<file path="src/rtl/pipeline_pkg.sv">
// Shared pipeline types: the decode control bundle, its zero (bubble) value and ALU op encodings.
package pipeline_pkg;

    typedef struct packed {
        logic       reg_write;
        logic       mem_read;
        logic       mem_write;
        logic       mem_to_reg;
        logic       alu_src;
        logic       reg_dst;
        logic [2:0] alu_op;
    } id_ctrl_t;

    localparam id_ctrl_t CTRL_NOP = 9'b0_0000_0000;

    localparam logic [2:0] ALU_OP_ADD   = 3'b000;
    localparam logic [2:0] ALU_OP_SUB   = 3'b001;
    localparam logic [2:0] ALU_OP_RTYPE = 3'b010;
    localparam logic [2:0] ALU_OP_AND   = 3'b011;
    localparam logic [2:0] ALU_OP_OR    = 3'b100;
    localparam logic [2:0] ALU_OP_SLT   = 3'b101;
    localparam logic [2:0] ALU_OP_LUI   = 3'b110;

endpackage

</file>
<file path="src/rtl/load_use_detector.sv">
// Combinational load-use hazard check of the decode instruction against the load held in EX.
module load_use_detector (
    input  logic       ex_mem_read,
    input  logic       ex_valid,
    input  logic [4:0] ex_rt,
    input  logic       id_valid,
    input  logic [4:0] id_rs,
    input  logic [4:0] id_rt,
    input  logic       id_uses_rt,
    output logic       hazard
);

    logic rt_nonzero_s;
    logic rs_match_s;
    logic rt_match_s;

    // $0 is hardwired, so a load targeting it can never feed a consumer
    assign rt_nonzero_s = (ex_rt != 5'd0);
    assign rs_match_s   = (ex_rt == id_rs);
    assign rt_match_s   = id_uses_rt & (ex_rt == id_rt);
    assign hazard       = ex_valid & ex_mem_read & id_valid & rt_nonzero_s
                          & (rs_match_s | rt_match_s);

endmodule

</file>
<file path="src/rtl/id_ex_register.sv">
// ID/EX pipeline register with load-use bubble insertion, flush/hold handling and a stall counter.
module id_ex_register
    import pipeline_pkg::*;
(
    input  logic        clk,
    input  logic        rst,
    input  logic        id_valid,
    input  logic [31:0] id_pc,
    input  logic [31:0] id_data1,
    input  logic [31:0] id_data2,
    input  logic [31:0] id_imm,
    input  logic [4:0]  id_rs,
    input  logic [4:0]  id_rt,
    input  logic [4:0]  id_rd,
    input  logic        id_uses_rt,
    input  id_ctrl_t    id_ctrl,
    input  logic        flush,
    input  logic        ex_hold,
    output logic        ex_valid,
    output logic [31:0] ex_pc,
    output logic [31:0] ex_data1,
    output logic [31:0] ex_data2,
    output logic [31:0] ex_imm,
    output logic [4:0]  ex_rs,
    output logic [4:0]  ex_rt,
    output logic [4:0]  ex_rd,
    output id_ctrl_t    ex_ctrl,
    output logic        hold_out,
    output logic [15:0] stall_count
);

    logic        valid_q, valid_d;
    logic [31:0] pc_q, pc_d;
    logic [31:0] data1_q, data1_d;
    logic [31:0] data2_q, data2_d;
    logic [31:0] imm_q, imm_d;
    logic [4:0]  rs_q, rs_d;
    logic [4:0]  rt_q, rt_d;
    logic [4:0]  rd_q, rd_d;
    id_ctrl_t    ctrl_q, ctrl_d;
    logic [15:0] stall_q, stall_d;
    logic        hazard_s;

    load_use_detector u_load_use_detector (
        .ex_mem_read (ctrl_q.mem_read),
        .ex_valid    (valid_q),
        .ex_rt       (rt_q),
        .id_valid    (id_valid),
        .id_rs       (id_rs),
        .id_rt       (id_rt),
        .id_uses_rt  (id_uses_rt),
        .hazard      (hazard_s)
    );

    // A flush squashes the decode slot, so it also cancels any freeze request
    assign hold_out = ~rst & ~flush & (hazard_s | ex_hold);

    // Next-state selection: flush > hold > hazard bubble > normal capture
    always_comb begin
        valid_d = valid_q;
        ctrl_d  = ctrl_q;
        pc_d    = pc_q;
        data1_d = data1_q;
        data2_d = data2_q;
        imm_d   = imm_q;
        rs_d    = rs_q;
        rt_d    = rt_q;
        rd_d    = rd_q;
        if (flush) begin
            valid_d = 1'b0;
            ctrl_d  = CTRL_NOP;
        end else if (ex_hold) begin
            valid_d = valid_q;
        end else if (hazard_s) begin
            valid_d = 1'b0;
            ctrl_d  = CTRL_NOP;
        end else begin
            valid_d = id_valid;
            ctrl_d  = id_ctrl;
            pc_d    = id_pc;
            data1_d = id_data1;
            data2_d = id_data2;
            imm_d   = id_imm;
            rs_d    = id_rs;
            rt_d    = id_rt;
            rd_d    = id_rd;
        end
    end

    // Stall counter advances on every frozen cycle and wraps naturally
    always_comb begin
        if (hold_out) begin
            stall_d = stall_q + 16'd1;
        end else begin
            stall_d = stall_q;
        end
    end

    // Pipeline and counter state with synchronous reset
    always_ff @(posedge clk) begin
        if (rst) begin
            valid_q <= 1'b0;
            ctrl_q  <= CTRL_NOP;
            pc_q    <= 32'd0;
            data1_q <= 32'd0;
            data2_q <= 32'd0;
            imm_q   <= 32'd0;
            rs_q    <= 5'd0;
            rt_q    <= 5'd0;
            rd_q    <= 5'd0;
            stall_q <= 16'd0;
        end else begin
            valid_q <= valid_d;
            ctrl_q  <= ctrl_d;
            pc_q    <= pc_d;
            data1_q <= data1_d;
            data2_q <= data2_d;
            imm_q   <= imm_d;
            rs_q    <= rs_d;
            rt_q    <= rt_d;
            rd_q    <= rd_d;
            stall_q <= stall_d;
        end
    end

    assign ex_valid    = valid_q;
    assign ex_ctrl     = ctrl_q;
    assign ex_pc       = pc_q;
    assign ex_data1    = data1_q;
    assign ex_data2    = data2_q;
    assign ex_imm      = imm_q;
    assign ex_rs       = rs_q;
    assign ex_rt       = rt_q;
    assign ex_rd       = rd_q;
    assign stall_count = stall_q;

endmodule
</file>
<file path="config.mk">
export PLATFORM = sky130hd
export DESIGN_NAME = id_ex_register
export DESIGN_NICKNAME = d
export VERILOG_FILES = /design/src/rtl/pipeline_pkg.sv /design/src/rtl/load_use_detector.sv /design/src/rtl/id_ex_register.sv
export SDC_FILE = /design/constraint.sdc
export NUM_CORES = 1
export LEC_CHECK = 0
export CORE_MARGIN = 8
export CORE_UTILIZATION = 40
export DETAILED_ROUTE_END_ITERATION = 10
export PLACE_DENSITY_LB_ADDON = 0.08
export SYNTH_ARGS = -nofsm -noshare
export SYNTH_HDL_FRONTEND = slang
export SYNTH_SLANG_ARGS = --single-unit
</file>
<file path="constraint.sdc">
create_clock -name clk -period 2.6 [get_ports clk]
set_input_delay 0.39 -clock clk [delete_from_list [all_inputs] [get_ports clk]]
set_output_delay 0.39 -clock clk [all_outputs]
set_load 0.005 [all_outputs]
</file>
==> impl_metrics.csv <==
group,metric,value,unit
status,status,"finished clean",
cells_and_area,n_antenna_cell,0,
clock_tree,cts_inserted_buffers,17,
clock_tree,cts_tree,"done",
clock_tree,clock-sinks,169,
clock_tree,clk_latency,0.42,ns
pwr,clkPwrFrac,42.5,%
synth,synth_edf_count,0,
timing,fin_skew,0.00696,ns
placement,io_buffers,327,
setup_path,cp_max_fo,2,
placement,dp_hpwl,15800,um
timing,fin_crit_sh,82.5,%
detailed_routing,vias,6283,
detailed_routing,ant_nets,0,
setup_path,path_cells,"clkdlybuf4s50_1 > xnor2_2 > nand3_2 > o22ai_4 > a21oi_4 > nor2_1 > dlymetal6s2s_1",
synth,synth_nets,946,
detailed_routing,avgRoutedWirePerCell,16.6,um
synth,synth_area,0.00638,mm2
setup_path,cp_slowest_stage_delay,0.54,ns
timing,setup_viol,0,
pwr,leakagePower,3.67,nW
pwr,ir_drop,0.423,mV
cells_and_area,regArea,0.00339,mm2
cells_and_area,nNetsFinal,1250,
synth,ys_warn_count,0,
synth,synth.most_common_cell,"nand2_1",
synth,synth_ff_type,"dfxtp_1",
setup_path,start_kind,"input pin",
clock_tree,htree_levels,4,
clock_tree,hold_buffers,0,
timing,hold_viol_final,0,
clock_tree,cts_buffer_depth,2,
synth,synth.area.top_cells,"dfxtp_1, nand2_1, a21oi_1",
die,io_pins,328,
setup_path,endpoint_kind,"output port",
cells_and_area,fin_util,66.3,%
detailed_routing,drt_iter0_markers,321,
placement,place_congestion,0.791,
synth,synthArstFlopShare,0,%
synth,syn_inst,787,
hold_path,hold_class,"flop to flop",
pwr,power_density,596,mW/mm2
timing,fmax,466,MHz
synth,ys_ff_latch,169,
clock_tree,path_clk_slew,0.06,ns
setup_path,r2r_cells,7,
global_routing,grt_max_degree,85,
timing,hold_slack,0.452,ns
die,placementRows,46,
timing,post-route-min-period,2.15,ns
setup_path,worstPathRequired,2.21,ns
detailed_routing,vias_per_cell,4.77,
hold_path,hold_end,"ex_pc[25]",
global_routing,grt_overflow,0,
setup_path,r2r-start,"ex_rt[3]",
timing,worst_slew_pin_slew,0.983,ns
die,fp.dieArea,0.0202,mm2
placement,placed_area,0.00979,mm2
synth,yosysUniqueCellTypes,37,
synth,synth_top_area_share,53.0,%
die,start_util,40.6,%
setup_path,worstPathArrival,1.76,ns
timing,finalMaxSlewViolations,0,
global_routing,grt_pass1_vias,5992,
clock_tree,clockRootBuffer,"clkbuf_16",
global_routing,antenna_found_initial,0,
placement,dp_cells,1288,
setup_path,crit_path_top_delay_cell,"clkdlybuf4s50_1",
synth,yosysTopAreaCell,"dfxtp_1",
die,die-width,142,um
detailed_routing,drcViolationCount,0,
setup_path,worst-setup-path-type,"input pin to output port",
hold_path,hp-start,"ex_pc[25]",
run,drv_cap,0,
detailed_routing,dr.pass1.iters,4,
synth,netlist_top_cells_count,"nand2_1, dfxtp_1, a21oi_1, clkbuf_1, buf_2",
timing,grt_setup_unrepaired,"no",
pwr,power.switching,0.00141,W
cells_and_area,multi_input_area,0.00270,mm2
cells_and_area,fillerInstances,1373,
pwr,swShare,22.6,%
pwr,power_frac_comb,13.1,%
cells_and_area,final_area,0.0104,mm2
synth,synth.avg_cell_area,8.10,um2
die,core-area,0.0157,mm2
setup_path,r2r_end,"stall_count[10]",
global_routing,grt_usage,21.0,%
clock_tree,post_cts_buffers,0,
synth,seq_area_frac_synth,53.0,%
pwr,internal-power,0.00481,W
cells_and_area,drive_gt1_share,6.99,%
global_routing,grt_pass1_wl,33100,um
timing,max_slew_margin,34.5,%
setup_path,ff2ff_setup_slack,0.61,ns
die,die_y,142,um
timing,setup_tns,0,ns
hold_path,min_path_cells,2,
detailed_routing,finalWirelength,21800,um
cells_and_area,final_cells,1317,
pwr,seqPwrFrac,44.3,%
cells_and_area,areaGrowthSynthToFinish,63.4,%
critical path, delay by kind of cell:
| kind | cells | cell delay [ns] |
|---|---|---|
| and+or+nand+nor | 2 | 0.22 |
| AOI/OAI and AO/OA | 2 | 0.31 |
| buffers and inverters | 2 | 0.70 |
| xor gates and xnor gates | 1 | 0.14 |
registers in the layout, summed over array words and instances (netlist names):
| name | flops |
|---|---|
| ex_rd | 5 |
| ex_pc | 32 |
| ex_ctrl | 9 |
| ex_imm | 32 |
| ex_valid | 1 |
| ex_data2 | 32 |
| ex_rt | 5 |
| ex_data1 | 32 |
| ex_rs | 5 |
| stall_count | 16 |
through the flow:
| stage | power [W] | setup slack [ns] |
|---|---|---|
| after CTS | 0.00629 | 0.0148 |
| after floorplan | 0.00310 | 0.818 |
| after global placement | 0.00363 | 0.0385 |
| after global routing | 0.00648 | 0.364 |
| final | 0.00622 | 0.455 |
| after detailed placement | 0.00363 | -0.00663 |
layout by cell type (no fill, tap or decap), types with 2 or more instances in the layout:
master           synthesis  final
clkdlybuf4s50_1          0    325
nand2_1                299    299
dfxtp_1                169    166
a21oi_1                153    153
clkbuf_16                0     17
a21oi_2                 11     11
buf_4                    3     11
nand2_2                 10     10
nand3b_1                10     10
xnor2_1                 10      9
nor2_1                   9      9
or4_1                    9      9
o31ai_1                  8      8
nand4_1                  6      6
nand3_1                  7      6
o21ai_0                  5      5
buf_12                   0      5
bufinv_16                0      4
clkinvlp_4               0      3
dfxtp_2                  0      3
and3_1                   2      2
inv_1                    2      2
or3_1                    2      2
mux2i_1                  2      2
clkinv_4                 0      2
layer usage:
metal	part of all wire [%]	wire length [um]	global-route usage (%)	vias up
li1	-	-	-	3204
met1	40	8640	23.2	2817
met2	47	10200	34.4	237
met3	12	2610	10.3	25
met4	1.6	347	7.29	0
met5	0	0	0	-
cell families (layout without fill, tap and decap cells):
family                     count (synthesis)  after routing  synth area share [%]
buffers and inverters                     59            373                  5.20
AOI/OAI and AO/OA                        186            186                  16.4
DFF                                      169            169                  53.0
muxes                                      2              2                 0.314
adders and majority gates                  1              1                 0.196
xor gates and xnor gates                  10             10                  1.37
and+or+nand+nor                          360            360                  23.5
power by group through the flow:
| stage | registers [W] | clock network (W) | logic (W) |
|---|---|---|---|
| 3_3_place_gp | 0.00281 | 0 | 0.000818 |
| 3_5_place_dp | 0.00281 | 0 | 0.000818 |
| 2_1_floorplan | 0.00282 | 0 | 0.000274 |
| 4_1_cts | 0.00276 | 0.00271 | 0.000825 |
| 5_1_grt | 0.00277 | 0.00282 | 0.000886 |
| 6_report | 0.00276 | 0.00264 | 0.000816 |
what timing repair did:
action                                  4_1_cts  5_1_grt
gates cloned                                  0        0
endpoints found under the setup margin        1        1
resized for setup                             1        5
pin swaps                                     0        2
cell type report:
type                            count  area share, %
Multi-Input combinational cell    559           25.9
Clock buffer                       18           4.21
Tap cell                          216           2.59
Timing Repair Buffer              342           33.1
Clock inverter                     11           1.67
Sequential cell                   169           32.5
Inverter                            2         0.0720
worst max-delay path by stage:
| stage | startpoint | end |
|---|---|---|
| floorplan | ex_rt[3] | hold_out |
| global route | id_rs[2] | hold_out |
| finish | id_rs[2] | hold_out |
| CTS | id_rt[2] | hold_out |
| detailed placement | id_rs[2] | hold_out |
| global placement | id_rt[2] | hold_out |
No activity file was read; power rests on OpenSTA's default activity.
